### src/rtl/jzjpcc_mem_pkg.sv
// Shared definitions for the SRAM access controller.
//   - funct3 size field encodings
//   - controller state encoding
//   - sizeBytes(): access size in bytes from the funct3 size field
//   - isIllegal(): request legality check
package jzjpcc_mem_pkg;

    localparam logic [1:0] SIZE_BYTE = 2'b00;
    localparam logic [1:0] SIZE_HALF = 2'b01;
    localparam logic [1:0] SIZE_WORD = 2'b10;

    typedef enum logic [1:0] {
        ST_IDLE,
        ST_FIRST,
        ST_SECOND,
        ST_RESP
    } state_t;

    // Byte count of an access. The reserved encoding 11 maps to 4, but such
    // requests are rejected before any SRAM cycle is issued.
    function automatic logic [2:0] sizeBytes(input logic [1:0] size);
        case (size)
            SIZE_BYTE: return 3'd1;
            SIZE_HALF: return 3'd2;
            default:   return 3'd4;
        endcase
    endfunction

    // Reserved size, or a store that asks for the unsigned variant.
    function automatic logic isIllegal(input logic write, input logic [2:0] funct3);
        return (funct3[1:0] == 2'b11) || (write && funct3[2]);
    endfunction

endpackage

### src/rtl/jzjpcc_lane_align.sv
// Purely combinational byte-lane alignment for one load/store.
//   off         in   byte offset inside the first word
//   n           in   access size in bytes (1, 2 or 4)
//   is_unsigned in   zero-extend (1) or sign-extend (0) loads
//   write_data  in   right-aligned store data
//   read_pair   in   {word w1, word w0} as returned by the SRAM
//   mask8       out  byte-lane mask across the two-word window
//   data64      out  store data shifted into lane position
//   load_data   out  extracted and extended load result
module jzjpcc_lane_align (
    input  logic [1:0]  off,
    input  logic [2:0]  n,
    input  logic        is_unsigned,
    input  logic [31:0] write_data,
    input  logic [63:0] read_pair,
    output logic [7:0]  mask8,
    output logic [63:0] data64,
    output logic [31:0] load_data
);

    logic [7:0]  base_mask;
    logic [31:0] shifted;

    // NOTE: every output of this always_comb is assigned on every path
    // (the case has a default) so no latch can be inferred.
    always_comb begin
        base_mask = (8'd1 << n) - 8'd1;
        mask8     = base_mask << off;
        data64    = {32'd0, write_data} << {off, 3'b000};
        shifted   = 32'(read_pair >> {off, 3'b000});
        case (n)
            3'd1:    load_data = {{24{~is_unsigned & shifted[7]}}, shifted[7:0]};
            3'd2:    load_data = {{16{~is_unsigned & shifted[15]}}, shifted[15:0]};
            default: load_data = shifted;
        endcase
    end

endmodule

### src/rtl/jzjpcc_sram_access_controller.sv
// Load/store front end for one port of the byte-masked 32-bit SRAM
// (1-cycle registered read). Word-crossing accesses become two SRAM cycles.
//   clock, reset        clock and asynchronous active-high reset
//   reqValid/reqReady   request handshake (ready only while idle)
//   reqWrite            1 = store, 0 = load
//   reqFunct3           RISC-V funct3 (size in [1:0], unsigned in [2])
//   reqAddress          byte address
//   reqWriteData        right-aligned store data
//   respValid           single-cycle completion pulse
//   respReadData        extended load data (0 for stores and errors)
//   respError           illegal funct3, qualified by respValid
//   sramAddress         SRAM word address
//   sramWriteEnable     SRAM write enable
//   sramByteWriteMask   per-lane write mask
//   sramWrite           lane-aligned write data
//   sramRead            SRAM read data, valid the cycle after the address
module jzjpcc_sram_access_controller
    import jzjpcc_mem_pkg::*;
#(
    parameter int RAM_A_WIDTH = 12
) (
    input  logic                   clock,
    input  logic                   reset,
    input  logic                   reqValid,
    output logic                   reqReady,
    input  logic                   reqWrite,
    input  logic [2:0]             reqFunct3,
    input  logic [31:0]            reqAddress,
    input  logic [31:0]            reqWriteData,
    output logic                   respValid,
    output logic [31:0]            respReadData,
    output logic                   respError,
    output logic [RAM_A_WIDTH-1:0] sramAddress,
    output logic                   sramWriteEnable,
    output logic [3:0]             sramByteWriteMask,
    output logic [31:0]            sramWrite,
    input  logic [31:0]            sramRead
);

    state_t                 state;
    logic                   write_q;
    logic                   unsigned_q;
    logic                   split_q;
    logic                   error_q;
    logic [1:0]             off_q;
    logic [2:0]             n_q;
    logic [RAM_A_WIDTH-1:0] w0_q;
    logic [31:0]            wdata_q;
    logic [31:0]            low_q;

    // Address bits above the SRAM window are deliberately ignored.
    logic unused_addr;
    assign unused_addr = ^reqAddress[31:RAM_A_WIDTH+2];

    // Decode of the incoming request, used on the accept edge.
    logic                   is_idle;
    logic [1:0]             in_off;
    logic [2:0]             in_n;
    logic                   in_split;
    logic                   in_illegal;

    assign is_idle    = (state == ST_IDLE);
    assign reqReady   = is_idle;
    assign in_off     = reqAddress[1:0];
    assign in_n       = sizeBytes(reqFunct3[1:0]);
    assign in_split   = ({2'b00, in_off} + {1'b0, in_n}) > 4'd4;
    assign in_illegal = isIllegal(reqWrite, reqFunct3);

    // The aligner sees the live request while idle (so the first SRAM cycle
    // can be registered on the accept edge) and the latched one afterwards.
    logic [1:0]  align_off;
    logic [2:0]  align_n;
    logic [31:0] align_wdata;
    logic [7:0]  mask8;
    logic [63:0] data64;
    logic [31:0] load_data;

    assign align_off   = is_idle ? in_off       : off_q;
    assign align_n     = is_idle ? in_n         : n_q;
    assign align_wdata = is_idle ? reqWriteData : wdata_q;

    jzjpcc_lane_align u_align (
        .off         (align_off),
        .n           (align_n),
        .is_unsigned (unsigned_q),
        .write_data  (align_wdata),
        .read_pair   ({sramRead, split_q ? low_q : sramRead}),
        .mask8       (mask8),
        .data64      (data64),
        .load_data   (load_data)
    );

    // The SRAM read of the last issued word lands during RESP, so the load
    // result is formed combinationally there instead of being registered.
    assign respReadData = (state == ST_RESP && !write_q && !error_q) ? load_data : 32'd0;

    // NOTE: sequential state uses non-blocking assignments only, so every
    // register sees the pre-edge values of the others.
    always_ff @(posedge clock or posedge reset) begin
        if (reset) begin
            state             <= ST_IDLE;
            write_q           <= 1'b0;
            unsigned_q        <= 1'b0;
            split_q           <= 1'b0;
            error_q           <= 1'b0;
            off_q             <= 2'd0;
            n_q               <= 3'd0;
            w0_q              <= '0;
            wdata_q           <= 32'd0;
            low_q             <= 32'd0;
            respValid         <= 1'b0;
            respError         <= 1'b0;
            sramAddress       <= '0;
            sramWriteEnable   <= 1'b0;
            sramByteWriteMask <= 4'd0;
            sramWrite         <= 32'd0;
        end else begin
            // SRAM port is quiet and no response is flagged unless a state
            // below says otherwise.
            respValid         <= 1'b0;
            respError         <= 1'b0;
            sramAddress       <= '0;
            sramWriteEnable   <= 1'b0;
            sramByteWriteMask <= 4'd0;
            sramWrite         <= 32'd0;

            case (state)
                ST_IDLE: begin
                    if (reqValid) begin
                        write_q    <= reqWrite;
                        unsigned_q <= reqFunct3[2];
                        split_q    <= in_split;
                        error_q    <= in_illegal;
                        off_q      <= in_off;
                        n_q        <= in_n;
                        w0_q       <= reqAddress[RAM_A_WIDTH+1:2];
                        wdata_q    <= reqWriteData;
                        if (in_illegal) begin
                            state     <= ST_RESP;
                            respValid <= 1'b1;
                            respError <= 1'b1;
                        end else begin
                            state             <= ST_FIRST;
                            sramAddress       <= reqAddress[RAM_A_WIDTH+1:2];
                            sramWriteEnable   <= reqWrite;
                            sramByteWriteMask <= mask8[3:0];
                            sramWrite         <= data64[31:0];
                        end
                    end
                end

                ST_FIRST: begin
                    if (split_q) begin
                        // Word address wraps naturally at the top of the SRAM.
                        state             <= ST_SECOND;
                        sramAddress       <= w0_q + {{(RAM_A_WIDTH-1){1'b0}}, 1'b1};
                        sramWriteEnable   <= write_q;
                        sramByteWriteMask <= mask8[7:4];
                        sramWrite         <= data64[63:32];
                    end else begin
                        state     <= ST_RESP;
                        respValid <= 1'b1;
                    end
                end

                ST_SECOND: begin
                    // sramRead now holds word w0; w1 arrives during RESP.
                    low_q     <= sramRead;
                    state     <= ST_RESP;
                    respValid <= 1'b1;
                end

                default: begin
                    state <= ST_IDLE;
                end
            endcase
        end
    end

endmodule

### config.mk
export PLATFORM = sky130hd
export DESIGN_NAME = jzjpcc_sram_access_controller
export DESIGN_NICKNAME = d
export VERILOG_FILES = /design/src/rtl/jzjpcc_mem_pkg.sv /design/src/rtl/jzjpcc_lane_align.sv /design/src/rtl/jzjpcc_sram_access_controller.sv
export SDC_FILE = /design/constraint.sdc
export NUM_CORES = 1
export LEC_CHECK = 0
export BUFFER_PORTS_ARGS = -buffer_cell sky130_fd_sc_hd__buf_2
export CAP_MARGIN = 20
export CORE_AREA = 2 2 173 175
export CTS_CLUSTER_DIAMETER = 200
export DETAILED_ROUTE_END_ITERATION = 6
export DIE_AREA = 0 0 175 177
export HOLD_SLACK_MARGIN = 0.06
export PLACE_DENSITY_LB_ADDON = 0.15
export SYNTH_ARGS = -nofsm -noshare
export SYNTH_HDL_FRONTEND = slang
export SYNTH_HIERARCHICAL = 1
export SYNTH_SLANG_ARGS = --single-unit
### constraint.sdc
create_clock -name clock -period 7.4 [get_ports clock]
set_clock_uncertainty 0.15 [all_clocks]
set_input_delay 0.74 -clock clock [delete_from_list [all_inputs] [get_ports clock]]
set_output_delay 0.74 -clock clock [all_outputs]
set_load 0.02 [all_outputs]
# Yosys cells after proc, flatten, opt, wreduce, memory -nomap -nowiden
# Index checks and enable logic that the tools add are counted.
# word_totals
regBits	138
out_inout_bits	84
wordCells	76
# classes
n_addsub	3
order_cmp	1
eq_ne	8
n_shift	4
muxes	32
n_bitwise	3
n_reduce_logical	9
# ops
cell	n
$mux 32	6
$pmux 32 s2	2
$shl 32x5->64	1
$shr 64x5->32	1
$mux 12	3
$pmux 12 s2	1
$add 12x1->12 const B	1
$mux 4	3
$mux 1	8
$pmux 4 s2	1
$shl 1x3->8 const A	1
$shl 8x2->8	1
$sub 8x1->8 const B	1
$eq 2x2->1 const B	3
$mux 2	3
$pmux 2 s3	1
$pmux 3 s2	1
$add 2x3->4	1
$eq 2x1->1 const B	2
$gt 4x3->1 const B	1
$logic_not 2->1	2
$eq 3x1->1 const B	1
$eq 3x2->1 const B	1
$logic_and 1x1->1	3
other kinds (9)	11

# Logic depth before layout (Yosys ltp)
# logic_depth
depth_word	9
mapped_depth	12
mapped_depth_nobuf	7

# Hierarchy
# The synthesis kept the hierarchy.
# by_module_without_submodules
mod	n_inst	cells_each	area_per_inst_um2	seq_area_each_um2
jzjpcc_sram_access_controller	1	582	6468.7	3453.3
jzjpcc_lane_align	1	279	2140.8	0.0

# Least setup slack after synthesis
# No wires, ideal clock.
# synth_timing
path_kind	reg2out
startpoint	register state[0]
endpoint	output respReadData[30]
arrival_ps	2668
required_time_ps	6510
slack_ps	3842
stages_incl_launch_ff	12
path_buffers	4
cell_sequence	dfrtp_1 -> inv_1 -> ha_1 -> buf_2 -> buf_2 -> mux2_2 -> buf_6 -> mux4_2 -> nand4_4 -> buf_6 -> o211ai_2 -> and2_1
# synth_between
elab_chain_len	6
word_cells_on_any_way	13
# synth_rtl
item	line	rtl
start, declared	jzjpcc_sram_access_controller.sv:40	state_t state;
start signal, assigned	jzjpcc_sram_access_controller.sv:101	state <= ST_IDLE;
start signal, assigned	jzjpcc_sram_access_controller.sv:139	state <= ST_RESP;
start signal, assigned	jzjpcc_sram_access_controller.sv:143	state <= ST_FIRST;
$logic_not 2->1 (*)	jzjpcc_sram_access_controller.sv:62	assign is_idle = (state == ST_IDLE);
named net reqReady	jzjpcc_sram_access_controller.sv:25	output logic reqReady,
$mux 2 (*)	jzjpcc_sram_access_controller.sv:78	assign align_off = is_idle ? in_off : off_q;
named net align_off[0]	jzjpcc_sram_access_controller.sv:71	logic [1:0] align_off;
$shr 64x5->32 (*)	jzjpcc_lane_align.sv:30	shifted = 32'(read_pair >> {off, 3'b000});
$and 1x1->1 (on tied branches)	jzjpcc_lane_align.sv:33, jzjpcc_lane_align.sv:32	
$pmux 32 s2 (*)	jzjpcc_lane_align.sv:31	case (n)
named net load_data[30]	jzjpcc_sram_access_controller.sv:76	logic [31:0] load_data;
$mux 32 (*)	jzjpcc_sram_access_controller.sv:95	assign respReadData = (state == ST_RESP && !write_q && !error_q) ? load_data : 32'd0;
end, declared	jzjpcc_sram_access_controller.sv:31	output logic [31:0] respReadData,
# The timed path passes the listed nets; every way through them passes the cells marked *.

# Worst setup path in the final report
# layout_timing
startpoint	register state[0]
endpoint	output respReadData[21]
# layout_between
word_cells_on_any_way	13
# layout_lines
item	line	rtl
$logic_not 2->1 (*)	jzjpcc_sram_access_controller.sv:62	
$mux 3 (*)	jzjpcc_sram_access_controller.sv:79	assign align_n = is_idle ? in_n : n_q;
named net align_n[2]	jzjpcc_sram_access_controller.sv:72	logic [2:0] align_n;
$eq 3x2->1 / $eq 3x1->1 (equally long branches)	jzjpcc_lane_align.sv:31	
$pmux 32 s2 (*)	jzjpcc_lane_align.sv:31	
named net load_data[21]	jzjpcc_sram_access_controller.sv:76	
$mux 32 (*)	jzjpcc_sram_access_controller.sv:95	
# Marked as above.

==> results.md <==
- Antenna-violating nets left: 0
- CTS tree: done
- Final hold vios: 0
- Placed cell count: 1,362
- Total Die Area: 0.03098 mm2
- Critical path class: register to output port
- RD Place Congestion: 0.7652
- Combinational share of power: 55.6%
- Syn_area_per_cell: 9.999 um2
- Mapped Area: 0.008610 mm2
- Outcome: finished, final reports clean
- Clock Path Buffers: 2
- Req. time, crit path: 6510 ps
- Gr ovfl total: 0
- Sequential power share: 25.8%
- Cells after Synth: 861
- Final slew viol count: 0
- Initial antenna violation count: 3
- TritonRoute pass-1 iters: 4
- Hold crit path type: input pin to async pin
- Die Ht: 177 um
- Buffers on Ports: 168
- Post-synth top flop: dfrtp_1
- Worst Path Max Fanout: 43
- Initial DRC count: 334
- Vias in the first global route: 6,721
- RSZ-0062 raised after global routing: false
- Final Cycle Share: 63.77%
- Fin util: 35.03%
- Max VDD drop: 0.0001733 V
- Post-cts resize count: 0
- DP Worst Slack: 3140 ps
- Worst path max stage delay: 630 ps
- Synth warn: 6
- Final setup viols: 0
- Area Overhead vs Synth: 18.99%
- H-tree Lvls: 4
- Type of origin of the critical path: register
- CP max stage cell: nor3b_4
- # IOs: 187
- Crit path time final: 4719 ps
- Net Sw Frac: 42.78%
- Fmax: 211.9 MHz
- Share of cells above drive strength 1: 36.45%
- DR WL/cell: 17.53 um
- Number of CTS-inserted buffers: 17
- Post-DP HPWL: 16,690 um
- Drt total wl: 24,490 um
- Clock root cell: clkbuf_16
- Worst-margin pin slew: 877.4 ps
- DIE WIDTH: 175 um
- Post-synth EDFFs: 0
- Min setup slack post-route: 2681 ps
- Clk sink count: 138
- Post-layout net count: 1,103
- P_int: 2745 uW
- Largest net degree at the start of global routing: 89
- CP Data Arrival Time: 3830 ps
- R2R Setup Slk: 3460 ps
- Flops & latches, synth: 138
- Buf/Inv on CP: 3
- Slew margin rel.: 41.50%
- Setup TNS: 0 ps
- Hold_buf cts: 0
- Synth async-reset ratio: 100.0%
- Initial Utilization: 29.44%
- Pwr dens: 468.3 mW/mm2
- Reg clk slew, reported paths: 80 ps
- Gr usage total: 16.14%
- Core Region: 0.02924 mm2
- Switching Power: 2052 uW
- CP top delay family: simple AND/OR/NAND/NOR gates
- Num rows: 63
- Postcts setup bufs: 0
- Max_cap viols: 0
- First-pass GRT wire length: 38,550 um
- Final Instance Area: 0.01024 mm2
- Final non-filler cell total: 1,397
- Post-route DRC: 0
- Sequential cell area fraction in the yosys report: 40.11%
- Pleak: 0.004983 uW
- Routed vias: 6,648
- CP Cell Sequence: inv_1 > ha_2 > buf_4 > mux2_2 > nor3b_4 > nand3b_4 > o311ai_0 > and2_1 > buf_2
- Skew-Pair Late Insertion Delay: 430 ps
- Distinct cells, synth: 50
- Routed vias/inst: 4.759
- Placed inst area: 0.009646 mm2
- Clk pwr share: 18.6%
- Critical Path End Type: output port
worst reg2reg max path, stage by stage, from the launching register on:
cell and delay [ps]:
dfrtp_1 420, inv_1 130, ha_2 200, buf_4 500, mux2_4 670, buf_4 580
nor2b_1 790, a22o_1 260, a22o_1 180
registers in the layout, indices dropped and copies added, names as in the netlist:
signal	count
error_q	1
low_q	32
n_q	3
off_q	2
respError	1
respValid	1
split_q	1
sramAddress	12
sramByteWriteMask	4
sramWrite	32
sramWriteEnable	1
state	2
unsigned_q	1
w0_q	12
wdata_q	32
write_q	1
power by group through the flow:
stage	clock network [uW]	registers, uW	logic, uW
detailed placement	0	1250	2700
finish	890	1240	2670
floorplan	0	1330	2060
global placement	0	1250	2690
global route	951	1280	2960
CTS	922	1240	2710
metrics by stage:
step / total power [uW] / hold slack (ps)
2_1_floorplan: 3382 / 291.7
3_3_place_gp: 3938 / 305.0
3_5_place_dp: 3949 / 308.3
4_1_cts: 4874 / 328.9
5_1_grt: 5191 / 338.7
6_report: 4797 / 297.8
cells by family after synthesis:
logic type                 share of synthesized area [%]
adders and majority gates                          1.395
DFF                                                40.11
xor gates and xnor gates                           1.308
buffers and inverters                              5.493
other                                            0.04356
AOI/OAI and AO/OA                                  10.14
muxes                                              24.71
and+or+nand+nor                                    16.80
cell usage after synthesis, types with 2 or more instances:
master    count  area (um2)
a21boi_0      2       15.01
inv_1         8       30.03
nand3_1      12       60.06
o311ai_0      4       35.03
and3_1        8       50.05
buf_6         5       56.30
nor2_1       33       123.9
and2_0        4       25.02
xor2_1        3       26.28
nand2_1     181       679.4
a22o_1       45       394.1
clkbuf_1     16       60.06
nor2_2        2       12.51
ha_1          8       100.1
and2_1       44       275.3
o22ai_1       6       37.54
o21ai_0      40       200.2
o31ai_1       2       15.01
buf_2        30       150.1
mux2i_1      46       460.4
nor3_1        2       10.01
o21ai_1       5       25.02
nor2b_1      12       75.07
xnor2_1       8       70.07
buf_4        23       172.7
dfrtp_1     138        3453
mux2_2      126        1419
mux4_2       11       247.7
a21oi_1      16       80.08
layout make-up:
type / instances / area [um2]
multi-input cells: 647 / 4733
flip-flops and latches: 138 / 3453
diodes: 3 / 7.507
clock buffers: 17 / 425.4
repair buffers: 179 / 935.9
inverters: 8 / 35.03
well taps: 390 / 488.0
clock inverters: 15 / 166.4
fillers: 3025 / 19000
layout by cell type (no fill, tap or decap), types with 2 or more instances in the layout:
cell type | netlist | routed
buf_2 | 30 | 168
ha_1 | 8 | 7
o21ai_1 | 5 | 5
mux2i_1 | 46 | 46
a21boi_0 | 2 | 2
clkbuf_16 | 0 | 17
o31ai_1 | 2 | 2
xnor2_1 | 8 | 8
nor2b_1 | 12 | 12
nand2_1 | 181 | 180
dfrtp_1 | 138 | 138
o311ai_0 | 4 | 4
conb_1 | 1 | 8
nor3_1 | 2 | 2
mux4_2 | 11 | 11
xor2_1 | 3 | 3
inv_6 | 0 | 7
and3_1 | 8 | 8
mux2_2 | 126 | 124
a22o_1 | 45 | 45
buf_4 | 23 | 10
mux2_4 | 0 | 2
inv_1 | 8 | 7
and2_0 | 4 | 4
diode_2 | 0 | 3
a21oi_1 | 16 | 16
inv_8 | 0 | 7
and2_1 | 44 | 43
nand3_1 | 12 | 12
nor2_1 | 33 | 33
o21ai_0 | 40 | 40
o22ai_1 | 6 | 6
path summary, 6_finish.rpt:
check / from / end / cells after the start
max reg2reg: state[0] / sramWrite[0] / 8
min in group clock: wdata_q[23] / wdata_q[23] / 2
max in group asynchronous: reset / low_q[8] / 3
min: reset / sramAddress[5] / 2
min reg2reg: wdata_q[23] / wdata_q[23] / 2
max: state[0] / respReadData[21] / 9
layer usage:
layer / vias up / global-route usage (%) / share of wire (%)
met5: - / 0 / 0.098
met4: 4 / 3.958 / 0.94
met3: 21 / 3.973 / 5.0
met2: 141 / 27.90 / 49
met1: 3247 / 20.23 / 45
li1: 3235 / - / -
Note: power is estimated with default switching activity, not from simulation.
